## config.mk

```make
export PLATFORM = sky130hd
export DESIGN_NAME = layer_1_frame_loader
export DESIGN_NICKNAME = d
export VERILOG_FILES = /design/src/rtl/layer_1_pkg.sv /design/src/rtl/layer_1_timeout_counter.sv /design/src/rtl/layer_1_frame_loader.sv
export SDC_FILE = /design/constraint.sdc
export NUM_CORES = 1
export LEC_CHECK = 0
export CAP_MARGIN = 20
export CORE_MARGIN = 2
export CORE_UTILIZATION = 45
export CTS_BUF_LIST = sky130_fd_sc_hd__clkbuf_4
export CTS_CLUSTER_SIZE = 10
export DETAILED_ROUTE_END_ITERATION = 8
export PLACE_DENSITY = 0.74
export SYNTH_ARGS = -nofsm -noshare
export SYNTH_HDL_FRONTEND = slang
export SYNTH_HIERARCHICAL = 1
export SYNTH_SLANG_ARGS = --single-unit
```

## constraint.sdc

```tcl
create_clock -name clk -period 3.3 [get_ports clk]
set_input_delay 0.825 -clock clk [delete_from_list [all_inputs] [get_ports clk]]
set_output_delay 0.825 -clock clk [all_outputs]
set_load 0.01 [all_outputs]
```

## src/rtl/layer_1_pkg.sv

```systemverilog
// Shared geometry, state encoding and counter widths for the layer-1 frame loader.
package layer_1_pkg;

  localparam int ROW_WIDTH          = 16;
  localparam int NUM_ROWS           = 16;
  localparam int LAYER_1_INPUT_SIZE = ROW_WIDTH * NUM_ROWS;
  localparam int ROW_CNT_W          = $clog2(NUM_ROWS);

  typedef enum logic [1:0] {
    FILL  = 2'd0,
    FULL  = 2'd1,
    ISSUE = 2'd2,
    WAIT  = 2'd3
  } state_t;

endpackage

```

## src/rtl/layer_1_timeout_counter.sv

```systemverilog
// Free-running cycle counter for the load handshake; expired flags the last allowed cycle.
module layer_1_timeout_counter #(
  parameter int TIMEOUT_CYCLES = 4096
) (
  input  logic clk,
  input  logic reset,
  input  logic clear,
  input  logic enable,
  output logic expired
);

  localparam int CNT_W = (TIMEOUT_CYCLES > 2) ? $clog2(TIMEOUT_CYCLES) : 1;
  localparam logic [CNT_W-1:0] LAST_CNT = CNT_W'(TIMEOUT_CYCLES - 1);

  logic [CNT_W-1:0] cnt_r;

  // Count while enabled; clear has priority so each handshake starts from zero.
  always_ff @(posedge clk) begin
    if (reset) begin
      cnt_r <= {CNT_W{1'b0}};
    end else if (clear) begin
      cnt_r <= {CNT_W{1'b0}};
    end else if (enable) begin
      cnt_r <= cnt_r + CNT_W'(1);
    end else begin
      cnt_r <= cnt_r;
    end
  end

  assign expired = (cnt_r == LAST_CNT);

endmodule

```

## src/rtl/layer_1_frame_loader.sv

```systemverilog
// Collects a 16x16 binary frame row by row, then hands it to layer 1 with a
// load/done handshake guarded by a timeout.
module layer_1_frame_loader
  import layer_1_pkg::*;
#(
  parameter int TIMEOUT_CYCLES = 4096
) (
  input  logic                          clk,
  input  logic                          reset,
  input  logic [ROW_WIDTH-1:0]          row_data,
  input  logic                          row_valid,
  input  logic                          row_last,
  output logic                          row_ready,
  output logic [LAYER_1_INPUT_SIZE-1:0] layer_1_input,
  output logic                          load,
  input  logic                          done_complete,
  output logic                          busy,
  output logic                          frame_done,
  output logic                          error
);

  localparam logic [ROW_CNT_W-1:0] LAST_ROW = ROW_CNT_W'(NUM_ROWS - 1);

  state_t               state_r;
  logic [ROW_CNT_W-1:0] row_cnt_r;
  logic                 accept_s;
  logic                 last_slot_s;
  logic                 tmo_clear_s;
  logic                 tmo_enable_s;
  logic                 tmo_expired_s;

  assign row_ready    = (state_r == FILL) && !reset;
  assign busy         = (state_r == ISSUE) || (state_r == WAIT);
  assign accept_s     = row_valid && row_ready;
  assign last_slot_s  = (row_cnt_r == LAST_ROW);
  // The counter sits at zero through ISSUE, so the WAIT cycles see 1..TIMEOUT_CYCLES-1.
  assign tmo_clear_s  = (state_r == FILL) || (state_r == FULL);
  assign tmo_enable_s = busy;

  layer_1_timeout_counter #(
    .TIMEOUT_CYCLES(TIMEOUT_CYCLES)
  ) u_timeout (
    .clk    (clk),
    .reset  (reset),
    .clear  (tmo_clear_s),
    .enable (tmo_enable_s),
    .expired(tmo_expired_s)
  );

  // Frame FSM with row counter, frame vector and registered handshake/status outputs.
  always_ff @(posedge clk) begin
    if (reset) begin
      state_r       <= FILL;
      row_cnt_r     <= {ROW_CNT_W{1'b0}};
      layer_1_input <= {LAYER_1_INPUT_SIZE{1'b0}};
      load          <= 1'b0;
      frame_done    <= 1'b0;
      error         <= 1'b0;
    end else begin
      frame_done <= 1'b0;
      error      <= 1'b0;
      case (state_r)
        FILL: begin
          load <= 1'b0;
          if (accept_s) begin
            layer_1_input[row_cnt_r*ROW_WIDTH +: ROW_WIDTH] <= row_data;
            if (row_last && last_slot_s) begin
              row_cnt_r <= {ROW_CNT_W{1'b0}};
              state_r   <= FULL;
            end else if (row_last || last_slot_s) begin
              // Short or unterminated frame: drop it and resynchronise on the next row.
              row_cnt_r <= {ROW_CNT_W{1'b0}};
              error     <= 1'b1;
            end else begin
              row_cnt_r <= row_cnt_r + ROW_CNT_W'(1);
            end
          end
        end
        FULL: begin
          // A done still high from the previous frame must clear before re-issuing.
          if (!done_complete) begin
            load    <= 1'b1;
            state_r <= ISSUE;
          end else begin
            load <= 1'b0;
          end
        end
        ISSUE: begin
          load    <= 1'b1;
          state_r <= WAIT;
        end
        WAIT: begin
          if (done_complete) begin
            frame_done <= 1'b1;
            load       <= 1'b0;
            row_cnt_r  <= {ROW_CNT_W{1'b0}};
            state_r    <= FILL;
          end else if (tmo_expired_s) begin
            error     <= 1'b1;
            load      <= 1'b0;
            row_cnt_r <= {ROW_CNT_W{1'b0}};
            state_r   <= FILL;
          end else begin
            load <= 1'b1;
          end
        end
        default: begin
          load      <= 1'b0;
          row_cnt_r <= {ROW_CNT_W{1'b0}};
          state_r   <= FILL;
        end
      endcase
    end
  end

endmodule

```

Word level (Yosys, flattened, before mapping)
Cells that the tools add are included.
{"block": "classes", "shifts": 2, "bitwise": 1, "reduce_logical": 14, "n_addsub": 3, "n_mux": 24, "n_eq_ne": 9}
{"op": "bitwise mux 256 bit", "n": 1}
{"op": "variable shift 16 x 34 -> 256 bit (first input constant)", "n": 1}
{"op": "variable part select 16 x 34 -> 256 bit", "n": 1}
{"op": "negator 8 -> 34 bit", "n": 1}
{"op": "2-to-1 mux 4 bit", "n": 5}
{"op": "adder 12 x 1 -> 12 bit (second input constant)", "n": 1}
{"op": "== test 12 bit (second input constant)", "n": 1}
{"op": "2-to-1 mux 2 bit", "n": 5}
{"op": "2-to-1 mux 1 bit", "n": 9}
{"op": "case mux 2 bit (4 select lines)", "n": 1}
{"op": "case mux 4 bit (2 select lines)", "n": 1}
{"op": "adder 4 x 1 -> 4 bit (second input constant)", "n": 1}
{"op": "== test 2 bit (second input constant)", "n": 2}
{"op": "== test 4 bit (second input constant)", "n": 1}
{"op": "!= test 2 bit (second input constant)", "n": 2}
{"op": "case mux 1 bit (4 select lines)", "n": 1}
{"op": "AND reduction 4 bit", "n": 1}
{"op": "OR reduction 2 bit", "n": 2}
{"op": "logical AND 1 bit", "n": 3}
{"op": "logical OR 1 bit", "n": 3}
{"op": "!= test 3 bit (second input constant)", "n": 1}
{"op": "AND reduction 3 bit", "n": 1}
{"op": "== test 2 x 1 -> 1 bit (second input constant)", "n": 1}
{"op": "zero test 2 bit", "n": 1}
{"op": "6 further kinds", "n": 6}
{"block": "totals", "register_bits": 277}

Depth between registers and ports, before layout
{"block": "depth", "ltp_word": 6, "ltp_mapped": 10}

Modules after synthesis
Netlist, hierarchy kept.
{"module": "layer_1_frame_loader", "seq_area_each_um2": 5305.1, "cells_each": 1230, "area_per_inst_um2": 11124.4, "n_inst": 1}
{"module": "layer_1_timeout_counter", "seq_area_each_um2": 240.2, "cells_each": 64, "area_per_inst_um2": 565.5, "n_inst": 1}

Worst setup path before layout
OpenSTA, ideal clock, no wires.
{"block": "synth_timing", "kind": "flip-flop to flip-flop", "from": "register row_cnt_r[0]", "to": "register layer_1_input[198]", "t_required_ns": 3.174, "path_stages_with_launch": 9, "path_slack_ns": 0.759, "n_path_buf": 3, "arrival_ns": 2.415, "path_cell_list": "dfxtp_1 clkbuf_1 nor3_1 ha_1 buf_2 nor3_2 nand3_1 buf_2 mux2i_1"}
{"block": "synth_between", "elab_chain_len": 3, "word_cells_on_any_way": 4, "classes_between": "1 x add/sub; 2 x shift; 1 x mux"}
{"element": "start, declared", "line": "layer_1_frame_loader.sv:25", "source": "logic [ROW_CNT_W-1:0] row_cnt_r;"}
{"element": "start signal, assigned", "line": "layer_1_frame_loader.sv:54", "source": "row_cnt_r <= {ROW_CNT_W{1'b0}};"}
{"element": "start signal, assigned", "line": "layer_1_frame_loader.sv:68", "source": "row_cnt_r <= {ROW_CNT_W{1'b0}};"}
{"element": "start signal, assigned", "line": "layer_1_frame_loader.sv:72", "source": "row_cnt_r <= {ROW_CNT_W{1'b0}};"}
{"element": "negator 8 -> 34 bit *", "line": "layer_1_frame_loader.sv:66", "source": "layer_1_input[row_cnt_r*ROW_WIDTH +: ROW_WIDTH] <= row_data;"}
{"element": "variable part select 16 x 34 -> 256 bit / variable shift 16 x 34 -> 256 bit (equally long branches)", "line": "layer_1_frame_loader.sv:66"}
{"element": "bitwise mux 256 bit *", "line": "layer_1_frame_loader.sv:66"}
{"element": "end signal, assigned", "line": "layer_1_frame_loader.sv:55", "source": "layer_1_input <= {LAYER_1_INPUT_SIZE{1'b0}};"}
{"element": "end signal, assigned by index", "line": "layer_1_frame_loader.sv:66"}
{"element": "end, declared", "line": "layer_1_frame_loader.sv:14", "source": "output logic [LAYER_1_INPUT_SIZE-1:0] layer_1_input,"}
Mark *: on every way between the ends. The rest lies on a longest branch, timed or not.
A chain may end at the register's enable or synchronous reset.

Worst setup path after layout
{"block": "layout_timing", "from": "register state_r[0]", "to": "output busy"}
{"block": "layout_between", "elab_chain_len": 2, "word_cells_on_any_way": 3, "classes_between": "2 x eq/ne; 1 x reduce/logical"}
{"element": "start, declared", "line": "layer_1_frame_loader.sv:24", "source": "state_t state_r;"}
{"element": "start signal, assigned", "line": "layer_1_frame_loader.sv:53", "source": "state_r <= FILL;"}
{"element": "start signal, assigned", "line": "layer_1_frame_loader.sv:69", "source": "state_r <= FULL;"}
{"element": "start signal, assigned", "line": "layer_1_frame_loader.sv:83", "source": "state_r <= ISSUE;"}
{"element": "== test 2 bit", "line": "layer_1_frame_loader.sv:33", "source": "assign busy = (state_r == ISSUE) || (state_r == WAIT);"}
{"element": "logical OR 1 bit *", "line": "layer_1_frame_loader.sv:33"}
{"element": "end, declared", "line": "layer_1_frame_loader.sv:17", "source": "output logic busy,"}
Marks and branches as above.

==> metrics.txt <==
post-DR vias/cell 5.42; Pre-antenna DRT Iters 5; async set or reset register ratio after synthesis 0%; Max Clock Skew 0.0388 ns; setup bufs post-CTS 0; relative slew slack 49.2%; DR vias 10600; share of the synthesized area in the top cell type 47.4%; Hold Crit Class reg2reg; crit end category output pin; setup violators final 0; DRC violations left 0; CTS H-tree lvls 3; crit path buf inv count 2; minimum clock period 3.07 ns; Critical-path top delay cell clkdlybuf4s50_1; CTS Hold Bufs 0; initial DRC count 1086; ratio of cells with drive above 1 in the final layout 12.6%; CTS Sinks 277; max-slew violations 0; post-layout instance area 15700 um^2; leakage 5.71 nW; max_cap viols 0; Core Region 25300 um^2; Ports 282; EDFF count, synth 0; Syn Nets 1325; total track usage 27.3%; Initial Util 46.2%; CTS root buf clkbuf_4; Final TNS setup 0 ns; Critical Path RT 2.47 ns; leading area contributor after synthesis dfxtp_1; Syn Area/Cell 9.03 um^2; crit path cell chain inv_1 > ha_1 > or2_2 > clkdlybuf4s50_1; synth warn 6; VDD IR max 0.268 mV; final WL 37.9 mm; first-pass GRT wire length 57.7 mm; post-synthesis register bit count 277; WP data arrival 2.24 ns; Clk pin slew, worst setup/hold paths 0.06 ns; largest cells by area after synthesis dfxtp_1, mux2i_1, o21ai_0; RSZ-0062 raised after global routing no; vias in the first global route 10300; fin crit share 93.0%; hpwl dp 25.2 mm; Final Hold Vio Count 0; Top FF cell, synth dfxtp_1; Top delay family on crit path buffers and inverters; Die Ht 165 um; area delta synth->final 34.5%; layout net count 1610; Area after DPL 14800 um^2; grt met2 use 41.0%; maximum clock frequency 326 MHz; largest net degree at the start of global routing 200; Setup crit start kind flop; status finished clean; routability cong. 0.882; met1 GRT Util 34.8%; sequential area share after synthesis 47.4%; Slew @ Worst Pin 0.761 ns; Distinct cells, synth 51; grt total ovfl 0; Post-Syn Instances 1294; Skew-Pair Late Insertion Delay 0.68 ns; # port buffers 281; post-layout util 62.1%; GR Util met3 10.2%; CP Max Fanout 8; Routed wire per std cell 19.4 um; WS Path Type reg2out; die width 165 um; initial antenna violation count 1; CTS tree yes; Die ar. 27300 um^2; crit-path max cell delay 0.51 ns; PostCTS Resize Cnt 0; Hold WS 0.468 ns; gr busiest metal met2; cell area after synthesis 11700 um^2; FP Rows 58; Pwr Density 430 nW/um^2; Post-DRT Antenna Nets 0; clock tree buffer depth 3; CTS Buf Count 73
[registers in the layout (all words and copies together) (netlist names)]
name,count
error,1
u_timeout/cnt_r,12
layer_1_input,256
frame_done,1
row_cnt_r,4
load,1
state_r,2
[layer usage]
layer / vias to the layer above / routed length (um)
met3: 80 / 3560
met4: 0 / 1430
met1: 5018 / 15900
met2: 412 / 17000
met5: - / 0
li1: 5070 / -
[layout make-up]
class,instances,area [um^2]
timing repair buffer,330,3200
antenna,1,2.50
sequential,277,5550
fill,2217,9600
multi-input combinational,887,5620
clock inverter,9,91.3
inverter,10,37.5
tap,330,413
clock buffer,109,818
[Yosys cell counts (all sizes together) (4+ instances only)]
| cell type | n |
|---|---|
| nand4 | 27 |
| buf | 21 |
| xor2 | 4 |
| nor2 | 37 |
| o21ai | 192 |
| ha | 10 |
| dfxtp | 277 |
| or3b | 13 |
| nor4 | 6 |
| nor3 | 9 |
| nand2 | 59 |
| a21oi | 96 |
| or3 | 47 |
| or2 | 5 |
| nand2b | 136 |
| mux2i | 114 |
| clkbuf | 99 |
| nand3 | 48 |
| inv | 10 |
| nor2b | 51 |
| or4 | 6 |
| o31ai | 4 |
| nand3b | 7 |
[where the power goes]
| group | switching (mW) | internal, mW |
|---|---|---|
| Clock | 1.38 | 1.65 |
| Combinational | 0.234 | 0.130 |
| Sequential | 0.00867 | 3.35 |
[worst paths after layout]
kind,from,cells after the start,end,slack [ns]
min,u_timeout/cnt_r[11],2,u_timeout/cnt_r[11],0.47
max reg2reg,row_cnt_r[0],7,layer_1_input[53],0.41
max,state_r[0],4,busy,0.23
min reg2reg,u_timeout/cnt_r[11],2,u_timeout/cnt_r[11],0.47
[tightest hold or removal path: stages, from the launching register on]
cell,delay [ns]
dfxtp_1,0.31
nand2_1,0.05
mux2i_1,0.06
[stage by stage]
step	std cells	total power, mW	worst slack [ns]
floorplan	1294	3.64	0.759
global placement	1833	3.79	0.468
detailed placement	1833	3.79	0.380
CTS	1951	6.82	0.176
global route	1953	7.02	0.0952
finish	1953	6.76	0.232
[placed cells by master (no fill, tap or decap), types with 2 or more instances in the layout]
master / synthesis / final
clkdlybuf4s50_1: 0 / 280
dfxtp_1: 277 / 277
o21ai_0: 190 / 190
nand2b_1: 136 / 136
mux2i_1: 114 / 114
clkbuf_4: 0 / 109
a21oi_1: 96 / 96
nand2_1: 59 / 58
nor2b_1: 51 / 51
buf_4: 5 / 47
nand3_1: 45 / 45
or3_1: 45 / 45
nor2_1: 37 / 37
nand4_1: 26 / 26
or3b_2: 12 / 12
inv_1: 10 / 10
ha_1: 10 / 9
nand3b_1: 7 / 7
or4_1: 6 / 6
or2_2: 5 / 5
nor3_1: 5 / 4
o31ai_1: 4 / 4
nor3_4: 3 / 3
nand3_2: 3 / 3
inv_2: 0 / 3
xor2_1: 3 / 3
nor4_4: 1 / 2
nor3_2: 1 / 2
o21ai_1: 2 / 2
xnor2_1: 2 / 2
and3_1: 2 / 2
nor4_2: 2 / 2
bufinv_16: 0 / 2
clkinv_1: 0 / 2
nor4_1: 3 / 2
or3_2: 2 / 2
[cells by family after synthesis]
kind of cell             count (synthesis)  share of synthesized area [%]
flip-flops                             277                           47.4
AO/OA/AOI/OAI                          296                           12.9
adder cells (fa/ha/maj)                 10                           1.07
XOR/XNOR                                 6                          0.610
multiplexers                           115                           9.86
buffers and inverters                  130                           4.71
AND/OR/NAND/NOR                        460                           23.5
Power figures use the tool's default switching activity.
